## src/rtl/byte_feeder_pkg.sv

```systemverilog
// byte_feeder_pkg: shared constants and FSM state type for the byte feeder
package byte_feeder_pkg;
  localparam int DEPTH_DEFAULT = 8;
  localparam logic [7:0] EPB_BYTE = 8'h03;
  localparam logic [1:0] ZERO_RUN_MAX = 2'd2;
  typedef enum logic {IDLE, PENDING} state_t;
endpackage

```

## src/rtl/byte_fifo.sv

```systemverilog
// byte_fifo: DEPTH-byte FIFO store; ports clk/reset, wr/wdata push, rd pop, rdata head byte, level count
module byte_fifo #(
  parameter int DEPTH = 8
) (
  input  logic                     clk,
  input  logic                     reset,
  input  logic                     wr,
  input  logic [7:0]               wdata,
  input  logic                     rd,
  output logic [7:0]               rdata,
  output logic [$clog2(DEPTH):0]   level
);
  localparam int AW = $clog2(DEPTH);
  logic [7:0] mem [DEPTH];
  logic [AW:0] wp, rp;
  always_ff @(posedge clk) begin
    if (reset) begin
      wp <= '0;
      rp <= '0;
    end else begin
      if (wr) wp <= wp + 1'b1;
      if (rd) rp <= rp + 1'b1;
    end
  end
  always_ff @(posedge clk) if (wr) mem[wp[AW-1:0]] <= wdata;
  assign rdata = mem[rp[AW-1:0]];
  // Extra pointer bit distinguishes full from empty.
  assign level = wp - rp;
endmodule

```

## src/rtl/byte_feeder.sv

```systemverilog
// byte_feeder: buffers a bitstream and hands bytes to a decoder on request.
// Ports: in_data/in_valid/in_ready source side; request/data/data_ready decoder side;
// level fill count, underflow sticky error, epb_count removed emulation-prevention bytes.
// Define BYTE_FEEDER_EPB_REMOVE_EN to drop 00 00 03 emulation-prevention bytes.
module byte_feeder
  import byte_feeder_pkg::*;
#(
  parameter int DEPTH = DEPTH_DEFAULT
) (
  input  logic                     clk,
  input  logic                     reset,
  input  logic [7:0]               in_data,
  input  logic                     in_valid,
  output logic                     in_ready,
  input  logic                     request,
  output logic [7:0]               data,
  output logic                     data_ready,
  output logic [$clog2(DEPTH):0]   level,
  output logic                     underflow,
  output logic [15:0]              epb_count
);
  localparam int LW = $clog2(DEPTH) + 1;
  state_t state, state_next;
  logic accept, drop, keep, empty, bypass, rd, wr, dup;
  logic [7:0] head;
  assign in_ready = !reset && level < LW'(DEPTH);
  assign accept = in_valid && in_ready;
  assign keep = accept && !drop;
  assign empty = level == '0;
`ifdef BYTE_FEEDER_EPB_REMOVE_EN
  logic [1:0] zero_run;
  assign drop = accept && in_data == EPB_BYTE && zero_run == ZERO_RUN_MAX;
  always_ff @(posedge clk) begin
    if (reset) begin
      zero_run <= '0;
      epb_count <= '0;
    end else if (accept) begin
      zero_run <= in_data != 8'h00 ? 2'd0 : zero_run == ZERO_RUN_MAX ? ZERO_RUN_MAX : zero_run + 2'd1;
      if (drop && epb_count != 16'hFFFF) epb_count <= epb_count + 16'd1;
    end
  end
`else
  assign drop = 1'b0;
  assign epb_count = '0;
`endif
  // A waiting decoder takes the incoming byte directly instead of via the array.
  always_comb begin
    state_next = state;
    rd = state == IDLE && request && !empty;
    bypass = keep && (state == PENDING || (request && empty));
    dup = state == PENDING && request;
    wr = keep && !bypass;
    state_next = state == IDLE ? (request && empty && !keep ? PENDING : IDLE) : (keep ? IDLE : PENDING);
  end
  always_ff @(posedge clk) begin
    if (reset) begin
      state <= IDLE;
      data <= 8'h00;
      data_ready <= 1'b0;
      underflow <= 1'b0;
    end else begin
      state <= state_next;
      data <= bypass ? in_data : rd ? head : data;
      data_ready <= bypass || rd;
      underflow <= underflow || dup;
    end
  end
  byte_fifo #(.DEPTH(DEPTH)) u_fifo (
    .clk(clk), .reset(reset), .wr(wr), .wdata(in_data), .rd(rd), .rdata(head), .level(level)
  );
endmodule
```

## config.mk

```make
export PLATFORM = sky130hd
export DESIGN_NAME = byte_feeder
export DESIGN_NICKNAME = d
export VERILOG_FILES = /design/src/rtl/byte_feeder_pkg.sv /design/src/rtl/byte_fifo.sv /design/src/rtl/byte_feeder.sv
export SDC_FILE = /design/constraint.sdc
export NUM_CORES = 1
export LEC_CHECK = 0
export CAP_MARGIN = 10
export CORE_AREA = 2 2 94 96
export CTS_BUF_LIST = sky130_fd_sc_hd__clkbuf_2 sky130_fd_sc_hd__clkbuf_4 sky130_fd_sc_hd__clkbuf_8
export DETAILED_ROUTE_END_ITERATION = 12
export DIE_AREA = 0 0 96 98
export PLACE_DENSITY = 0.68
export SLEW_MARGIN = 15
export SYNTH_ARGS = -nofsm -noshare
export SYNTH_HDL_FRONTEND = slang
export SYNTH_SLANG_ARGS = --single-unit
```

## constraint.sdc

```tcl
create_clock -name clk -period 5.35 [get_ports clk]
set_input_delay 0.535 -clock clk [delete_from_list [all_inputs] [get_ports clk]]
set_output_delay 0.535 -clock clk [all_outputs]
set_load 0.02 [all_outputs]
```

==> results of run 1 <==
where the power goes:
group | total [mW] | internal (mW) | switching (mW)
clock network | 0.416 | 0.197 | 0.219
registers | 0.816 | 0.772 | 0.0435
logic | 0.548 | 0.258 | 0.290
per-layer routing:
layer	vias up	wire length (um)	GRT usage (%)
li1	939	-	-
met1	1000	2960	22.1
met2	70	3340	23.4
met3	11	341	4.24
met4	0	153	6.59
met5	-	0	0
stage by stage:
stage / setup slack [ps] / hold WS, ps / instances / instance area, sq um / power [mW]
6_report: 1790 / 472 / 379 / 4200 / 1.78
5_1_grt: 1520 / 525 / 379 / 4200 / 1.89
4_1_cts: 1780 / 481 / 379 / 4200 / 1.80
3_5_place_dp: 1790 / 460 / 363 / 4020 / 1.38
3_3_place_gp: 1940 / 452 / 363 / 4020 / 1.37
2_1_floorplan: 1970 / 470 / 251 / 3750 / 1.24
flip-flops by register name, summed over array words and instances (netlist names), named ones only:
signal,cells
data,8
data_ready,1
state,1
underflow,1
u_fifo.wp,4
u_fifo.mem,64
u_fifo.rp,4
worst max-delay path, stage by stage, from the launching register on:
cell and delay (ps):
dfxtp_1 400, inv_1 170, ha_1 190, inv_1 50, fa_1 370, xor2_1 240, o21bai_1 130, nand4b_1 540
or2_2 510, nor3b_1 430, buf_4 240
cells in the final DEF (no fill, tap or decap), types with 2 or more instances in the layout:
cell type         n
o21a_1            2
dfxtp_1          22
o311ai_1          3
mux4_2           16
buf_4             8
clkdlybuf4s50_1  26
clkbuf_4          3
nor3_1            4
o311ai_0          4
nand4b_1          8
xor2_1            2
nand2_1          10
clkinvlp_4        2
xnor2_1           2
nand3_1           3
mux2i_1           9
a21oi_1           4
edfxtp_1         64
nor2_1           10
nor4_2            2
inv_1             8
ha_1              5
conb_1           16
clkbuf_8         10
cell usage after synthesis, drive strengths merged (3+ instances only):
cell    count  area, sq um
clkbuf      4         15.0
edfxtp     64         1920
mux2i       9         90.1
dfxtp      22          440
inv         8         30.0
nand4b      8         70.1
a21oi       4         20.0
buf        26          196
ha          5         62.6
nand2      10         37.5
nor3        5         30.0
nand3       3         15.0
o311ai      7         61.3
nor2       10         37.5
mux4       16          360
area by class of cell:
type	instances	area, sq um
clock buffer	13	160
timing repair buffer	34	320
clock inverter	3	20.0
sequential	86	2360
tap	108	135
multi-input combinational	126	1160
fill	738	4270
inverter	9	33.8
worst min path at each step:
stage            startpoint            to  slack, ps  depth (start not counted)
2_1_floorplan  u_fifo.wp[3]  u_fifo.wp[3]        470                          2
3_3_place_gp      underflow     underflow        450                          2
3_5_place_dp      underflow     underflow        460                          2
4_1_cts           underflow     underflow        480                          2
5_1_grt             data[6]       data[6]        520                          1
6_report          underflow     underflow        470                          2
logic make-up after synthesis:
group / count (synthesis) / share of synthesized area, %
flip-flops: 86 / 63.9
adder cells (fa/ha/maj): 6 / 2.23
AO/OA/AOI/OAI: 26 / 6.02
other: 1 / 0.101
buffers and inverters: 39 / 6.63
AND/OR/NAND/NOR: 49 / 7.99
multiplexers: 25 / 12.2
XOR/XNOR: 4 / 0.948
==> metrics.yaml, run 1 <==
path_class: "flop to flop"
drive_gt1_share_pct: 19.6
r2r-start: "u_fifo.wp[0]"
ys_ff_latch: 86
cts_tree: "built"
r2r_cells: 10
clkTransAtPathRegs_ps: 80
cts_htree_levels: 3
antenna_found_initial: 0
syn_area_per_cell_sq_um: 15.7
seq_area_frac_synth_pct: 63.9
path_max_fanout: 12
cts_buffers: 9
hold_class: "flop to flop"
critPathRequiredTime_ps: 5420
start_util_pct: 43.7
die_area_sq_mm: 0.00941
tightest_slew_ps: 1100
rsz0062_at_grt: "no"
ys_warn_count: 0
die_y_um: 98
finish.utilization_pct: 49.6
overflow: 0
area_delta_synth_final_pct: 13.5
coreArea_sq_mm: 0.00847
grt_pass1_vias: 1949
first_iter_violations: 109
crit_arrival_ps: 3630
hold_viol: 0
routed_via_density: 5.33
maxSlewHeadroom_pct: 25.9
clk_latency_ps: 350
ant_nets: 0
drc: 0
slew_violations: 0
grtUsageTotal_pct: 15.8
io_buffers: 26
routed_wl_mm: 6.80
rrSetupSlack_ps: 1790
syn_inst: 236
max_freq_ghz: 0.281
io_pins: 43
synth_edf_count: 64
cp-end-kind: "flop"
synthArstFlopShare_pct: 0
grt_pass1_wl_mm: 10.6
diodes: 0
grt_max_degree: 22
setup_viol: 0
synthFlopType: "edfxtp_1"
hpwl_mm: 4.41
critPathLaunchType: "flop"
ys_types: 51
outcome: "finished clean"
ir_worst_vdd_uv: 164
synthesis.area_sq_mm: 0.00370
wl_per_cell_um: 17.9
cts_max_path_buffers: 2
startpoint: "u_fifo.wp[0]"
gp_congestion: 0.773
cts_sinks: 86
p_leak_nw: 1.37
fin_crit_sh_pct: 66.5
fp-row-count: 34
cts-resized-gates: 0
r2r-end: "u_fifo.mem[6][0]"
die_width_um: 96
skew_ps: 11.3
post_cts_buffers: 0
cap_viol_max_count: 0
setup_tns_ps: 0
min_period_ps: 3560
layout.nets: 284
holdBufCountCts: 0
cts_root_buffer: "clkbuf_8"
power_density_mw_per_mm2: 424
vias: 2020
first_pass_iters: 4
crit_end: "u_fifo.mem[6][0]"
(Power assumes the default switching activity.)
==> inputs of run 2 (changes only) <==
==> constraint.sdc (replaced) <==
create_clock -name clk -period 3.7 [get_ports clk]
set_input_delay 0.37 -clock clk [delete_from_list [all_inputs] [get_ports clk]]
set_output_delay 0.37 -clock clk [all_outputs]
set_load 0.02 [all_outputs]
==> metrics.yaml, run 2 (synthesis results as in run 1) <==
crit_buf_inv: 3  # unchanged
met3WireLength_um: 505  # was 341 um
ir_worst_vdd_uv: 282  # was 164 uV
path_max_fanout: 8  # was 12
hold_class: "flop to flop"  # unchanged
setup_viol: 0  # unchanged
fill_cells: 714  # was 738
first_pass_iters: 4  # unchanged
max_freq_ghz: 0.333  # was 0.281 GHz
layout_commonest_cell: "edfxtp_1"  # unchanged
fin_crit_sh_pct: 81.2  # was 66.5%
slew_violations: 0  # unchanged
largest_register_ff_count: 64  # unchanged
min_period_ps: 3000  # was 3560 ps
cts-resized-gates: 0  # unchanged
die_y_um: 98  # unchanged
skew_ps: 10.2  # was 11.3 ps
crit_arrival_ps: 3060  # was 3630 ps
ant_nets: 0  # unchanged
drc: 0  # unchanged
p_leak_nw: 1.41  # was 1.37 nW
outcome: "finished clean"  # unchanged
coreArea_sq_mm: 0.00847  # unchanged
placedCellCount: 366  # was 363
hold_viol: 0  # unchanged
crit_top_cell: "inv_1"  # unchanged
diodes: 0  # unchanged
start_util_pct: 43.7  # unchanged
grt_pass1_vias: 2021  # was 1949
die_width_um: 96  # unchanged
grt_pass1_wl_mm: 11.3  # was 10.6 mm
power.total_mw: 2.71  # was 1.78 mW
cts_sinks: 86  # unchanged
overflow: 0  # unchanged
cts_htree_levels: 3  # unchanged
grtUsageTotal_pct: 16.7  # was 15.8%
path_class: "flop to flop"  # unchanged
cts_buffers: 9  # unchanged
area_delta_synth_final_pct: 15.3  # was 13.5%
die_area_sq_mm: 0.00941  # unchanged
critPathMaxStageDelay_ps: 390  # was 540 ps
cts_root_buffer: "clkbuf_8"  # unchanged
layout.nets: 287  # was 284
wl_met1_mm: 3.04  # was 2.96 mm
io_pins: 43  # unchanged
setup_tns_ps: 0  # unchanged
rsz0062_at_grt: "no"  # unchanged
met2_length_mm: 3.45  # was 3.34 mm
post_cts_buffers: 0  # unchanged
crit_chain: "inv_1, ha_1, inv_1, fa_1, xor2_1, o21bai_1, nand4b_1, or2_2, nor3b_1, buf_4"  # unchanged
antenna_found_initial: 0  # unchanged
vias: 2036  # was 2020
top_layer: "met4"  # unchanged
final_cells: 382  # was 379
routed_wl_mm: 7.10  # was 6.80 mm
critPathLaunchType: "flop"  # unchanged
maxSlewHeadroom_pct: 45.9  # was 25.9%
hpwl_mm: 4.57  # was 4.41 mm
grt_max_degree: 21  # was 22
cts_max_path_buffers: 2  # unchanged
first_iter_violations: 172  # was 109
cp_top_family: "simple AND/OR/NAND/NOR gates"  # unchanged
io_buffers: 26  # unchanged
wl_per_cell_um: 18.6  # was 17.9 um
clk_latency_ps: 350  # about the same
routed_via_density: 5.33  # about the same
critPathRequiredTime_ps: 3760  # was 5420 ps
cp-end-kind: "flop"  # unchanged
cp_slowest_cell: "dfxtp_1"  # was nand4b_1
clkTransAtPathRegs_ps: 90  # was 80 ps
holdBufCountCts: 0  # unchanged
hold_slack_ps: 471  # was 472 ps
drive_gt1_share_pct: 20.4  # was 19.6%
cap_viol_max_count: 0  # unchanged
fp-row-count: 34  # unchanged
power_density_mw_per_mm2: 637  # was 424 mW/mm^2
tightest_slew_ps: 810  # was 1100 ps
layout.cells.most_common_list: "64 x edfxtp_1, 26 x clkdlybuf4s50_1, 22 x dfxtp_1"  # unchanged
gp_congestion: 0.761  # was 0.773
cts_tree: "built"  # unchanged
[run 2: cell count changes in the layout (fill, tap and decap cells not counted)]
cell        delta
buf_4          +3
bufinv_16      +2
clkinv_2       +1
clkbuf_4       -1
clkinvlp_4     -2
[run 2: layout make-up]
type / count / area [sq um] / share of cell area (%)
multi-input combinational: 126 / 1160 / 27.3
inverter: 9 / 33.8 / 0.793
clock buffer: 12 / 153 / 3.58
tap: 108 / 135 / 3.17
clock inverter: 4 / 70.1 / 1.64
sequential: 86 / 2360 / 55.4
timing repair buffer: 37 / 343 / 8.04
[run 2: final timing paths]
kind	start	end	slack, ps	cells after the start
max	u_fifo.wp[0]	u_fifo.mem[6][6]	700	10
min	underflow	underflow	470	2
max reg2reg	u_fifo.wp[0]	u_fifo.mem[6][6]	700	10
min reg2reg	underflow	underflow	470	2
[run 2: through the flow]
stage | util (%) | instance area [sq um] | setup WS, ps
after floorplan | - | 3750 | 320
after global placement | 47.7 | 4040 | 820
after detailed placement | 47.7 | 4040 | 726
after CTS | 50.3 | 4260 | 690
after global routing | 50.3 | 4260 | 447
final | 50.3 | 4260 | 697
[run 2: worst reg2reg max path: cells and delay by family, from the launching register on]
kind | cells | cell delay (ps)
buffers and inverters | 3 | 450
adders and majority gates | 2 | 560
DFF | 1 | 390
xor gates and xnor gates | 1 | 240
and+or+nand+nor | 3 | 950
AOI/OAI and AO/OA | 1 | 130
[run 2: per-layer routing]
layer  track usage [%]  vias up
li1                  -      943
met3              5.02        7
met2              25.4       64
met4              5.71        0
met1              22.8     1022
met5                 0        -
[run 2: power breakdown]
group | leakage [nW] | total [mW] | internal [mW] | switching, mW
Clock | 0.117 | 0.724 | 0.412 | 0.312
Sequential | 0.756 | 1.20 | 1.12 | 0.0816
Combinational | 0.537 | 0.792 | 0.378 | 0.414
Total | 1.41 | 2.71 | 1.91 | 0.808
==> inputs of run 3 (changes only) <==
==> constraint.sdc (replaced) <==
create_clock -name clk -period 2.85 [get_ports clk]
set_input_delay 0.285 -clock clk [delete_from_list [all_inputs] [get_ports clk]]
set_output_delay 0.285 -clock clk [all_outputs]
set_load 0.02 [all_outputs]
==> metrics.yaml, run 3 (synthesis results as in run 1) <==
outcome: "finished clean"  # unchanged
hold_class: "flop to flop"  # unchanged
placed_area_sq_mm: 0.00415  # was 0.00404 sq mm
fp-row-count: 34  # unchanged
drc: 0  # unchanged
die_y_um: 98  # unchanged
placedCellCount: 374  # was 366
cts_root_buffer: "clkbuf_8"  # unchanged
fin_crit_sh_pct: 90.4  # was 81.2%
final_cells: 391  # was 382
maxSlewHeadroom_pct: 57.9  # was 45.9%
rsz0062_at_grt: "no"  # unchanged
grtUsageTotal_pct: 15.6  # was 16.7%
largest_register_ff_count: 64  # unchanged
first_pass_iters: 4  # unchanged
first_iter_violations: 133  # was 172
grt_pass1_vias: 2013  # was 2021
gp_congestion: 0.758  # was 0.761
vias: 2031  # was 2036
cts_buffers: 9  # unchanged
cp-end-kind: "flop"  # unchanged
layout.nets: 296  # was 287
ant_nets: 0  # unchanged
cts_sinks: 86  # unchanged
min_period_ps: 2580  # was 3000 ps
clkTransAtPathRegs_ps: 80  # was 90 ps
routed_wl_mm: 6.76  # was 7.10 mm
cts_max_path_buffers: 2  # unchanged
seq_area_sq_mm: 0.00236  # unchanged
ir_worst_vdd_uv: 318  # was 282 uV
die_width_um: 96  # unchanged
die_area_sq_mm: 0.00941  # unchanged
area_delta_synth_final_pct: 19.1  # was 15.3%
crit_chain: "ha_1, inv_1, fa_1, xor2_4, o21bai_1, nand4b_1, or2_2, nor3b_4, buf_12"  # was inv_1, ha_1, inv_1, fa_1, xor2_1, o21bai_1, nand4b_1, or2_2, nor3b_1, buf_4
r2r-start: "u_fifo.rp[0]"  # was u_fifo.wp[0]
power_density_mw_per_mm2: 814  # was 637 mW/mm^2
cts_tree: "built"  # unchanged
setup_viol: 0  # unchanged
coreArea_sq_mm: 0.00847  # unchanged
layout.cells.most_common_list: "64 x edfxtp_1, 24 x clkdlybuf4s50_1, 22 x dfxtp_1"  # was 64 x edfxtp_1, 26 x clkdlybuf4s50_1, 22 x dfxtp_1
fill_cells: 705  # was 714
io_buffers: 26  # unchanged
r2r_cells: 9  # was 10
wl_per_cell_um: 17.3  # was 18.6 um
max_freq_ghz: 0.388  # was 0.333 GHz
overflow: 0  # unchanged
path_class: "flop to flop"  # unchanged
clk_latency_ps: 350  # about the same
skew_ps: 12.0  # was 10.2 ps
rrSetupSlack_ps: 270  # was 700 ps
path_max_fanout: 8  # unchanged
diodes: 0  # unchanged
grt_max_degree: 21  # unchanged
hpwl_mm: 4.41  # was 4.57 mm
multiInputGateArea_sq_mm: 0.00122  # was 0.00116 sq mm
critPathLaunchType: "flop"  # unchanged
startpoint: "u_fifo.rp[0]"  # was u_fifo.wp[0]
p_leak_nw: 1.50  # was 1.41 nW
cts_htree_levels: 3  # unchanged
grt_pass1_wl_mm: 10.8  # was 11.3 mm
layout_commonest_cell: "edfxtp_1"  # unchanged
slew_violations: 0  # unchanged
power.total_mw: 3.58  # was 2.71 mW
final_area_sq_mm: 0.00440  # was 0.00426 sq mm
r2r-end: "u_fifo.mem[6][3]"  # was u_fifo.mem[6][6]
antenna_found_initial: 0  # unchanged
hold_slack_ps: 481  # was 471 ps
crit_end: "u_fifo.mem[6][3]"  # was u_fifo.mem[6][6]
cap_viol_max_count: 0  # unchanged
drive_gt1_share_pct: 24.7  # was 20.4%
routed_via_density: 5.19  # was 5.33
io_pins: 43  # unchanged
crit_arrival_ps: 2640  # was 3060 ps
critPathRequiredTime_ps: 2910  # was 3760 ps
tightest_slew_ps: 630  # was 810 ps
worst_slack_ps: 273  # was 697 ps
start_util_pct: 43.7  # unchanged
holdBufCountCts: 0  # unchanged
critPathMaxStageDelay_ps: 440  # was 390 ps
cp_slowest_cell: "fa_1"  # was dfxtp_1
dpl_worst_slack_ps: 148  # was 726 ps
hold_viol: 0  # unchanged
==> run 3: what timing repair did <==
item / 4_1_cts / 5_1_grt
gates resized for setup: 0 / 2
buffers inserted: 0 / 1
endpoints found under the setup margin: 0 / 10
==> run 3: worst min-delay path by stage <==
stage / start / to / slack, ps / cells past startpoint
5_1_grt: underflow / underflow / 520 / 2
3_5_place_dp: underflow / underflow / 460 / 2
6_report: underflow / underflow / 480 / 2
3_3_place_gp: underflow / underflow / 450 / 2
2_1_floorplan: in_data[0] / u_fifo.mem[0][0] / 380 / 0
4_1_cts: underflow / underflow / 490 / 2
==> run 3: power by group <==
part	internal [mW]	switching [mW]	leakage (nW)	total, mW
Sequential	1.45	0.0879	0.756	1.54
Clock	0.513	0.436	0.116	0.949
Combinational	0.533	0.565	0.623	1.10
==> run 3: cell type report <==
| type | instances | area share (%) |
|---|---|---|
| well taps | 108 | 3.07 |
| clock inverters | 6 | 2.13 |
| multi-input cells | 126 | 27.7 |
| inverters | 9 | 0.767 |
| repair buffers | 46 | 9.72 |
| flip-flops and latches | 86 | 53.7 |
| clock buffers | 10 | 2.98 |
==> run 3: per-stage QoR <==
stage                     util, %  TNS (ps)
after global placement       49.1         0
final                        52.0         0
after floorplan                 -     -1710
after CTS                    51.7         0
after detailed placement     49.1         0
after global routing         52.0         0
==> run 3: layer usage <==
metal	share of wire [%]	vias up	track usage [%]	wire, um
met2	49	45	24.5	3320
li1	-	963	-	-
met5	0	-	0	0
met4	1.4	0	6.59	94
met1	46	1016	21.9	3130
met3	3.3	7	2.16	222
==> run 3: critical path, delay by kind of cell (launching register included) <==
family,cells,cell delay [ps]
compound gates,1,100
buf+inv,2,200
xor+xnor,1,170
fa+ha+maj,2,630
simple gates,3,800
flops,1,400
